--- src/rtl/dfe_pkg.sv ---
`default_nettype none
// ============================================================================
// Module      : dfe_pkg
// Description : Shared definitions for the DFE sample path: default sample
//               width and a saturating cast from a wide signed value.
// Revision    : 1.0 - initial release
// ============================================================================
package dfe_pkg;

    localparam int DEFAULT_DATA_WIDTH = 16;

    // Clamp a wide signed value into the signed range of 'width' bits.
    // The caller truncates the returned value to its own width.
    function automatic logic signed [63:0] sat_cast(input logic signed [63:0] value,
                                                    input int               width);
        logic signed [63:0] max_v;
        logic signed [63:0] min_v;
        max_v = (64'sd1 <<< (width - 1)) - 64'sd1;
        min_v = -max_v - 64'sd1;
        if (value > max_v) begin
            return max_v;
        end else if (value < min_v) begin
            return min_v;
        end else begin
            return value;
        end
    endfunction

endpackage
`default_nettype wire

--- src/rtl/dfe_sync_fifo.sv ---
`default_nettype none
// ============================================================================
// Module      : dfe_sync_fifo
// Description : Single-clock show-ahead FIFO. Pointers carry an extra wrap
//               bit to tell full from empty. Read data is 0 when empty.
//               A write while full is taken only if a read happens on the
//               same edge.
// Revision    : 1.0 - initial release
// ============================================================================
module dfe_sync_fifo
    import dfe_pkg::*;
#(
    parameter int DATA_WIDTH = DEFAULT_DATA_WIDTH,
    parameter int FIFO_DEPTH = 16
) (
    input  logic                  clk,
    input  logic                  rst_n,
    input  logic                  wr_en,
    input  logic [DATA_WIDTH-1:0] wr_data,
    input  logic                  rd_en,
    output logic [DATA_WIDTH-1:0] rd_data,
    output logic                  full,
    output logic                  empty
);

    localparam int AW = $clog2(FIFO_DEPTH);

    logic [AW:0]           wr_ptr;
    logic [AW:0]           rd_ptr;
    logic [DATA_WIDTH-1:0] mem [FIFO_DEPTH];
    logic                  do_rd;
    logic                  do_wr;

    assign empty   = (wr_ptr == rd_ptr);
    assign full    = (wr_ptr[AW] != rd_ptr[AW]) && (wr_ptr[AW-1:0] == rd_ptr[AW-1:0]);
    assign do_rd   = rd_en && !empty;
    assign do_wr   = wr_en && (!full || do_rd);
    assign rd_data = empty ? '0 : mem[rd_ptr[AW-1:0]];

    // Pointer update; reset flushes the queue.
    always_ff @(posedge clk or negedge rst_n) begin
        if (!rst_n) begin
            wr_ptr <= '0;
            rd_ptr <= '0;
        end else begin
            if (do_wr) wr_ptr <= wr_ptr + 1'b1;
            if (do_rd) rd_ptr <= rd_ptr + 1'b1;
        end
    end

    // Storage array, no reset needed since empty masks stale contents.
    always_ff @(posedge clk) begin
        if (do_wr) mem[wr_ptr[AW-1:0]] <= wr_data;
    end

endmodule
`default_nettype wire

--- src/rtl/decimator.sv ---
`default_nettype none
// ============================================================================
// Module      : decimator
// Description : Integer-factor down-sampler. Every DECIMATION_FACTOR accepted
//               samples produce one result (rounded mean or first sample),
//               queued in an output FIFO drained by valid/ready.
// Revision    : 1.0 - initial release
// ============================================================================
module decimator
    import dfe_pkg::*;
#(
    parameter int DATA_WIDTH        = DEFAULT_DATA_WIDTH,
    parameter int DECIMATION_FACTOR = 2,
    parameter int FIFO_DEPTH        = 16,
    parameter int AVERAGE           = 1
) (
    input  logic                         clk,
    input  logic                         rst_n,
    input  logic                         clk_enable,
    input  logic signed [DATA_WIDTH-1:0] dec_in,
    input  logic                         dec_in_valid,
    output logic signed [DATA_WIDTH-1:0] dec_out,
    output logic                         dec_out_valid,
    input  logic                         dec_out_ready,
    output logic                         overflow
);

    localparam int             CW         = $clog2(DECIMATION_FACTOR);
    localparam logic [CW-1:0]  LAST_PHASE = CW'(DECIMATION_FACTOR - 1);

    logic [CW-1:0]                phase;
    logic                         accept;
    logic                         pop;
    logic                         group_done;
    logic signed [DATA_WIDTH-1:0] result;
    logic [DATA_WIDTH-1:0]        fifo_out;
    logic                         fifo_full;
    logic                         fifo_empty;

    assign accept        = clk_enable && dec_in_valid;
    assign pop           = clk_enable && dec_out_valid && dec_out_ready;
    assign group_done    = accept && (phase == LAST_PHASE);
    assign dec_out_valid = !fifo_empty;
    assign dec_out       = fifo_out;

    // Phase counts accepted samples, so input gaps do not split a group.
    always_ff @(posedge clk or negedge rst_n) begin
        if (!rst_n) begin
            phase <= '0;
        end else if (accept) begin
            phase <= (phase == LAST_PHASE) ? '0 : phase + 1'b1;
        end
    end

    generate
        if (AVERAGE != 0) begin : g_average
            localparam int                       ACC_W = DATA_WIDTH + CW;
            localparam int                       SUM_W = DATA_WIDTH + CW + 1;
            localparam logic signed [SUM_W-1:0]  ROUND = SUM_W'(2 ** (CW - 1));

            logic signed [ACC_W-1:0] acc;
            logic signed [SUM_W-1:0] sum;

            // Group sum including the closing sample plus half an LSB of the mean.
            assign sum = SUM_W'(acc) + SUM_W'(dec_in) + ROUND;

            // Accumulator restarts on the first sample of each group.
            always_ff @(posedge clk or negedge rst_n) begin
                if (!rst_n) begin
                    acc <= '0;
                end else if (accept) begin
                    if (phase == '0) acc <= ACC_W'(dec_in);
                    else             acc <= acc + ACC_W'(dec_in);
                end
            end

            assign result = DATA_WIDTH'(sat_cast(64'(sum >>> CW), DATA_WIDTH));
        end else begin : g_pick
            logic signed [DATA_WIDTH-1:0] first_sample;

            // Hold the first sample of the group until the group closes.
            always_ff @(posedge clk or negedge rst_n) begin
                if (!rst_n) begin
                    first_sample <= '0;
                end else if (accept && (phase == '0)) begin
                    first_sample <= dec_in;
                end
            end

            assign result = first_sample;
        end
    endgenerate

    // Sticky drop flag: a finished group found the queue full with no pop.
    always_ff @(posedge clk or negedge rst_n) begin
        if (!rst_n) begin
            overflow <= 1'b0;
        end else if (group_done && fifo_full && !pop) begin
            overflow <= 1'b1;
        end
    end

    dfe_sync_fifo #(
        .DATA_WIDTH (DATA_WIDTH),
        .FIFO_DEPTH (FIFO_DEPTH)
    ) u_fifo (
        .clk     (clk),
        .rst_n   (rst_n),
        .wr_en   (group_done),
        .wr_data (result),
        .rd_en   (pop),
        .rd_data (fifo_out),
        .full    (fifo_full),
        .empty   (fifo_empty)
    );

endmodule
`default_nettype wire

--- config.mk ---
export PLATFORM = sky130hd
export DESIGN_NAME = decimator
export DESIGN_NICKNAME = d
export VERILOG_FILES = /design/src/rtl/dfe_pkg.sv /design/src/rtl/dfe_sync_fifo.sv /design/src/rtl/decimator.sv
export SDC_FILE = /design/constraint.sdc
export NUM_CORES = 1
export LEC_CHECK = 0
export BUFFER_PORTS_ARGS = -buffer_cell sky130_fd_sc_hd__buf_2
export CAP_MARGIN = 20
export CORE_MARGIN = 2
export CORE_UTILIZATION = 40
export DETAILED_ROUTE_END_ITERATION = 6
export PLACE_DENSITY = 0.56
export SYNTH_ARGS = -nofsm -noshare
export SYNTH_HDL_FRONTEND = slang
export SYNTH_SLANG_ARGS = --single-unit
--- constraint.sdc ---
create_clock -name clk -period 3.1 [get_ports clk]
set_input_delay 0.62 -clock clk [delete_from_list [all_inputs] [get_ports clk]]
set_output_delay 0.62 -clock clk [all_outputs]
set_load 0.005 [all_outputs]
# Word level (Yosys, flattened, before mapping)

Memories as Yosys holds them, arrays and structs flattened.
Cells that the tools add are included.

Output and inout bits: 18
Bits of input ports: 21
Bits in registers: 29
Logic and storage cells: 37
Memory bits (read-only): 0
Memory bits (writable): 256
Memories kept: 1
Bits in latches: 0

Memories:

| name       | depth | bits a word | read ports | clocked after Yosys merged registers in | write ports | line                | source |
|---|---|---|---|---|---|---|---|
| u_fifo.mem | 16    | 16          | 1          | 0                                       | 1           | dfe_sync_fifo.sv:30 | `logic [DATA_WIDTH-1:0] mem [FIFO_DEPTH];` |

Add/sub/neg operators: 6
Multiplexer cells: 7
$lt $le $gt $ge: 2
Div/mod/pow operators: 0
Shifts and indexed selects: 0
Equal/unequal tests: 3
Bitwise gates (word level): 0
Multipliers: 0
Reduce and logical (&&, ||, !) cells: 13

Operators by type and width:

| operator                                             | number |
|---|---|
| 2-to-1 mux 16 bit                                    | 3 |
| adder 17 x 16 -> 18 bit                              | 1 |
| adder 18 x 2 -> 18 bit, second input constant        | 1 |
| adder 17 x 16 -> 17 bit                              | 1 |
| > comparator 17 x 16 -> 1 bit, second input constant | 1 |
| < comparator 17 x 16 -> 1 bit, second input constant | 1 |
| 2-to-1 mux 17 bit                                    | 1 |
| adder 5 x 1 -> 5 bit, second input constant          | 2 |
| logical AND 1 bit                                    | 9 |
| equality test 5 bit                                  | 1 |
| equality test 4 bit                                  | 1 |
| zero test 1 bit                                      | 3 |
| 2-to-1 mux 1 bit                                     | 3 |
| adder 1 bit, second input constant                   | 1 |
| logical OR 1 bit                                     | 1 |
| != test 1 bit                                        | 1 |

# Depth between registers and ports, before layout

Gate-level depths: netlist (run 1).

Depth in word-level cells: 9
Mapped depth: 12
Gate-level depth less buffers: 11

# By module

A second synthesis (run 1) with hierarchy kept.

Cell total of the unflattened synthesis: 793
Area total of the unflattened synthesis: 13038.8 µm²

Modules (own cells, without submodules):

| module        | area an instance (µm²) | seq. area each (µm²) | times used | cells an instance |
|---|---|---|---|---|
| dfe_sync_fifo | 10417.5                | 7937.6               | 1          | 466 |
| decimator     | 2621.3                 | 475.5                | 1          | 327 |

# Least setup slack after synthesis (run 1)

OpenSTA, ideal clock, no wires.

Path type: input -> register
From: in dec_in[0]
To: mem u_fifo.mem[0][4] in the netlist's numbering (data pin)
Required time: 2770 ps
Setup slack: -28 ps
Stages on the path: 11
Library setup time: 330 ps
Data arrival time: 2798 ps
Path buffers: 0
Cells stage by stage: inv_1 ha_1 inv_1 fa_1 nand3_1 nand2_1 a21oi_1 o21ai_2 xor2_2 nor2_4 o21ai_0

Longest elaborated chain between the ends: 5
Elaborated cells between the ends (all ways): 6
Those cells by class: add/sub (2); order compare (2); mux (2)

Ends and longest elaborated chain:

| item                          | line                | source |
|---|---|---|
| from (decl)                   | decimator.sv:20     | `input logic signed [DATA_WIDTH-1:0] dec_in,` |
| adder 17 x 16 -> 18 bit *     | decimator.sv:65     | `assign sum = SUM_W'(acc) + SUM_W'(dec_in) + ROUND;` |
| adder 18 x 2 -> 18 bit *      | decimator.sv:65     |  |
| < comparator 17 x 16 -> 1 bit | dfe_pkg.sv:22       | `end else if (value < min_v) begin` |
| 2-to-1 mux 16 bit             | dfe_pkg.sv:22       |  |
| 2-to-1 mux 16 bit *           | dfe_pkg.sv:20       | `if (value > max_v) begin` |
| net result[4]                 | decimator.sv:35     | `logic signed [DATA_WIDTH-1:0] result;` |
| to (decl)                     | dfe_sync_fifo.sv:30 |  |

The timed path passes the listed nets; every way through them passes the cells marked *.

# Worst setup path in the final report (run 1)

From: reg u_fifo.rd_ptr[0]
To: out dec_out[12]

Longest elaborated chain between the ends: 2
Elaborated cells between the ends (all ways): 3
Those cells by class: eq/ne (1); mux (1); memory (1)

Ends and longest elaborated chain:

| item                                                               | line                | source |
|---|---|---|
| from (decl)                                                        | dfe_sync_fifo.sv:29 | `logic [AW:0] rd_ptr;` |
| from (signal assigned)                                             | dfe_sync_fifo.sv:47 | `if (do_rd) rd_ptr <= rd_ptr + 1'b1;` |
| memory (16 x 16 bit) / equality test 5 bit (equally long branches) | -                   |  |
| 2-to-1 mux 16 bit *                                                | dfe_sync_fifo.sv:38 | `assign rd_data = empty ? '0 : mem[rd_ptr[AW-1:0]];` |
| to (decl)                                                          | decimator.sv:22     | `output logic signed [DATA_WIDTH-1:0] dec_out,` |

Every way passes the cells marked *; elsewhere a longest branch is shown, timed or not.

==> impl_metrics.toml, run 1 <==
[run_status]
outcome = "complete, but fails checks"
violations = "negative setup slack"

[synthesis]
synth-main-ff-cell = "edfxtp_1"
yosysSeqAreaShare = 0.674
netlist_instances = 708
synth_warnings = 0
synthArstFlopShare = 0.102
synth_edf_count = 256
ys_types = 50
syn_avg_cell_area_um2 = 17.6
synth_nets = 754
synth_seq_cells = 285
syn_area_mm2 = 0.0125

[clock_tree]
clkTransAtPathRegs_ns = 0.06
clkLatencyLatePin_ns = 0.55
root_buffer = "clkbuf_16"
cts_tree = "yes"
clkSinkCount = 285
cts_buffers = 30
clockBufferDepth = 3
cts_htree_levels = 1

[power_and_ir_drop]
ir_worst_vdd_uv = 536
leakage_nw = 5.31
power.density_mw_per_mm2 = 1160

[placement]
port_buffers = 38
place_area_mm2 = 0.0139
dp_hpwl_mm = 17.1
gp_congestion = 0.829

[grt]
grt.total_usage = 0.173
grt_pass1_vias = 6935
grt_max_degree = 41
grt_antenna_before_repair = 0
grt_pass1_wl_mm = 42.6
grt_overflow_total = 0

[layout]
mostFrequentLayoutCells = "edfxtp_1 (256), mux4_2 (80), buf_4 (66)"
drive_above_1_share = 0.348
fill_cells = 2497
antennaDiodeCount = 0
stdcell_area_mm2 = 0.0152
final_common_cell = "edfxtp_1"
area_growth_pct = 21.7
nets = 880

[detailed_routing]
routedWlPerCell_um = 22.6
postRouteAntennaNets = 0
viasPerCell = 5.35
vias = 6709
drt-total-wl_mm = 28.4
drcViolationCount = 0
first_iter_violations = 601
first_pass_iters = 5

[critical_path]
slowest_delay_ns = 0.55
crit_type = "reg -> out"
slowest_stage = "dfrtp_4"
path_cells = "buf_4 > buf_12 > mux4_2 > mux4_2 > nor2b_1 > buf_2"
cp_data_arrival_time_ns = 2.68
cp-start-kind = "flop"
endpoint_kind = "output port"
cpMostUsedCell = "mux4_2"
cp.required_ns = 2.48
cp_max_fo = 8

[sta]
final.setup.worst_slack_ns = -0.204
finalMaxSlewViolations = 0
fin_worst_skew_ns = 0.0139
worst_pin_slew_ns = 1.04
maxSlewHeadroom = 0.302
period_minus_slack_ns = 3.30
hold_violations = 0
finalHoldWorstSlack_ns = 0.114
setup_violations = 16
max_freq_mhz = 303
post-route-period-util = 1.07
rsz0062_at_grt = "true"

[flow_run]
max-cap-violations = 0

[floorplanning]
core_mm2 = 0.0307
die-area_mm2 = 0.0327
fp.dieW_um = 181
dieHeight_um = 181
io_pins = 39
initial_core_util = 0.407
rows = 64

[hold_path]
hp-class = "in -> async"
## metal layers
metal / wire length (µm) / vias to the layer above / global-route usage
met3: 1180 / 49 / 0.0222
met4: 651 / 0 / 0.0458
met1: 12600 / 3442 / 0.238
li1: - / 3042 / -
met2: 14000 / 176 / 0.293
met5: 0 / - / 0
## synthesized netlist by cell type (6+ instances only)
library cell	n	area [µm²]
mux2i_1	10	100
clkbuf_1	10	37.5
ha_1	23	288
buf_2	16	80.1
nor3_1	7	35.0
nor3b_1	6	45.0
nor2b_1	19	119
a21oi_1	40	200
dfrtp_1	29	726
xor2_1	21	184
edfxtp_1	256	7690
xnor2_1	22	193
nor2_1	22	82.6
inv_1	17	63.8
mux4_2	80	1800
o21ai_0	32	160
nand2_1	29	109
## power by group
part	switching (mW)	internal, mW	leakage (nW)
Sequential	0.240	6.14	2.65
Clock	1.42	2.32	0.503
Combinational	4.11	3.39	2.16
Total	5.77	11.8	5.31
## path summary, 6_finish.rpt
check	startpoint	end	slack [ns]	cells after the start
setup / recovery	u_fifo.rd_ptr[0]	dec_out[12]	-0.20	6
hold / removal	rst_n	overflow	0.11	1
max in group asynchronous	rst_n	u_fifo.rd_ptr[0]	2.48	1
hold reg to reg	overflow	overflow	0.47	1
min in group clk	dec_in_valid	overflow	0.37	2
setup reg to reg	g_average.acc[3]	u_fifo.mem[12][4]	0.16	11
## registers in the layout (all words and copies together) (netlist names)
name / flops
g_average.acc: 17
overflow: 1
u_fifo.mem: 256
phase: 1
u_fifo.rd_ptr: 5
u_fifo.wr_ptr: 5
## worst max-delay path, delay by kind of cell (launching register included)
kind / cells / cell delay [ns]
buf+inv: 3 / 0.43
flops: 1 / 0.55
mux: 2 / 0.99
simple gates: 1 / 0.15
## cell type report
class / count / area [µm²] / share of cell area
flip-flops and latches: 285 / 8420 / 0.554
clock buffers: 38 / 802 / 0.0528
inverters: 17 / 63.8 / 0.00420
well taps: 396 / 495 / 0.0326
repair buffers: 133 / 1300 / 0.0856
multi-input cells: 367 / 3880 / 0.255
clock inverters: 18 / 239 / 0.0157
## through the flow
stage | TNS, ns | power [mW] | setup WS (ns) | utilization | instances
after floorplan | -0.890 | 10.8 | -0.0278 | - | 708
after global placement | -19.70 | 13.4 | -0.255 | 0.454 | 1189
after detailed placement | -30.39 | 13.6 | -0.424 | 0.454 | 1189
after CTS | -2.93 | 17.5 | -0.231 | 0.492 | 1250
after global routing | -3.85 | 18.6 | -0.307 | 0.496 | 1254
final | -2.38 | 17.6 | -0.204 | 0.496 | 1254
## what timing repair did
action	CTS	global route
resized for setup	8	16
setup buffers	3	3
cloned	2	2
setup endpoints to repair	48	65
hold buffers	0	0
## kinds of logic (layout without fill, tap and decap cells)
family,count (synthesis),after routing,synth area share
mux,91,91,0.153
fa+ha+maj,26,26,0.0272
simple gates,110,110,0.0455
xor+xnor,44,44,0.0315
buf+inv,56,206,0.0230
compound gates,96,96,0.0460
flops,285,285,0.674
No activity file was read; power rests on OpenSTA's default activity.
==> run 2: changes to the inputs <==
SETUP_SLACK_MARGIN = 0.5   (was default)
==> run 2 against run 1 <==
The run still ends with negative setup slack left. Register-to-register slack better by 0.12 ns. Power increased by 22%. Critical endpoint is now dec_out[7]. Largest power group unchanged. Cell count rose by 2.8%. Via count is 4.8% higher. Die area stayed put. Fmax increased by 1.8%.
==> impl_metrics.toml, run 2 (synthesis gave the netlist of run 1 again) <==
[run_status]
outcome = "complete, but fails checks"
violations = "negative setup slack"

[power_and_ir_drop]
leakage_nw = 5.72
internal-power_mw = 14.4
power.total_mw = 21.5
ir_worst_vdd_uv = 602
p_comb_frac = 0.541
power.density_mw_per_mm2 = 1310
pwr-share-seq = 0.297
p_clk_frac = 0.163
power.share.switching = 0.333
p_sw_mw = 7.16

[placement]
dp_hpwl_mm = 17.5
gp_congestion = 0.817
port_buffers = 38
place_area_mm2 = 0.0139
pre_cts_ws_ns = -0.114

[clock_tree]
cts_buffers = 30
cts_tree = "yes"
root_buffer = "clkbuf_16"
clkTransAtPathRegs_ns = 0.06
cts_htree_levels = 1
clockBufferDepth = 3
clkLatencyLatePin_ns = 0.55
clkSinkCount = 285

[detailed_routing]
postRouteAntennaNets = 0
first_pass_iters = 4
vias = 7028
drt-total-wl_mm = 31.5
routedWlPerCell_um = 24.4
first_iter_violations = 502
viasPerCell = 5.45
drcViolationCount = 0

[grt]
gr-usage-met2 = 0.319
grt.total_usage = 0.192
grt_use_met1 = 0.268
use_met3 = 0.0286
grt_overflow_total = 0
grt_pass1_wl_mm = 46.6
busiest_layer = "met2"
grt_pass1_vias = 7339
grt_max_degree = 49
grt_antenna_before_repair = 1

[sta]
setup_violations = 16
finalMaxSlewViolations = 0
hold_violations = 0
post-route-period-util = 1.05
fin_worst_skew_ns = 0.00957
period_minus_slack_ns = 3.24
rsz0062_at_grt = "true"
max_freq_mhz = 308
final.setup.worst_slack_ns = -0.144
finalHoldWorstSlack_ns = 0.118
maxSlewHeadroom = 0.536
worst_pin_slew_ns = 0.696

[layout]
nets = 917
utilization = 0.536
final_common_cell = "edfxtp_1"
drive_above_1_share = 0.429
area_growth_pct = 31.6
antennaDiodeCount = 0
stdcell_area_mm2 = 0.0164
mostFrequentLayoutCells = "edfxtp_1 (256), mux4_2 (80), buf_4 (46)"
largest_reg_flops = 256

[floorplanning]
io_pins = 39
rows = 64
die-area_mm2 = 0.0327
initial_core_util = 0.407
dieHeight_um = 181
core_mm2 = 0.0307
fp.dieW_um = 181

[critical_path]
timing.rr.start = "g_average.acc[4]"
cp_data_arrival_time_ns = 2.62
crit_start = "u_fifo.rd_ptr[0]"
endpoint_kind = "output port"
cp-start-kind = "flop"
crit_type = "reg -> out"
cp.required_ns = 2.48
cp_max_fo = 3

[hold_path]
hp-class = "in -> async"

[flow_run]
max-cap-violations = 0
## run 2: metal layers
metal	routed length, µm	up-vias	share of wire
li1	-	3120	-
met1	13800	3704	0.44
met2	15700	168	0.50
met3	1440	36	0.046
met4	582	0	0.018
met5	0	-	0
## run 2: power groups by stage
stage,sequential (mW),clock [mW],combinational [mW]
after floorplan,6.33,0,5.23
after global placement,6.50,0,7.13
after detailed placement,6.52,0,7.40
after CTS,6.38,3.58,11.2
after global routing,6.42,3.74,12.3
final,6.39,3.51,11.6
## run 2: worst max-delay path, stage by stage (launching register included)
cell     delay, ns
dfrtp_4       0.51
buf_4         0.15
buf_4         0.15
mux4_2        0.44
mux4_2        0.54
nor2b_1       0.16
buf_2         0.12
## run 2: stage by stage
step | setup TNS (ns) | cells
final | -1.64 | 1289
after global routing | -2.88 | 1289
after CTS | -1.98 | 1271
after detailed placement | -2.63 | 1151
after global placement | -0.216 | 1151
after floorplan | 0 | 708
## run 2: final timing paths
kind,slack [ns],endpoint,cells after the start
min,0.12,g_average.acc[12],1
max reg2reg,0.28,u_fifo.mem[12][6],14
max,-0.14,dec_out[7],6
min in group clk,0.36,overflow,2
min reg2reg,0.48,overflow,1
max in group asynchronous,2.46,u_fifo.rd_ptr[0],1
## run 2: final cells by class
cell class / instances / area (µm²)
Clock buffer: 38 / 802
Clock inverter: 16 / 161
Fill cell: 2422 / 14200
Inverter: 17 / 63.8
Multi-Input combinational cell: 367 / 4380
Sequential cell: 285 / 8420
Tap cell: 396 / 495
Timing Repair Buffer: 170 / 2120
## run 2: what timing repair did
item | 4_1_cts | 5_1_grt
setup endpoints to repair | 514 | 282
hold buffers | 0 | 0
pin swaps | 18 | 17
cloned | 13 | 4
resized for setup | 61 | 43
setup buffers | 53 | 14
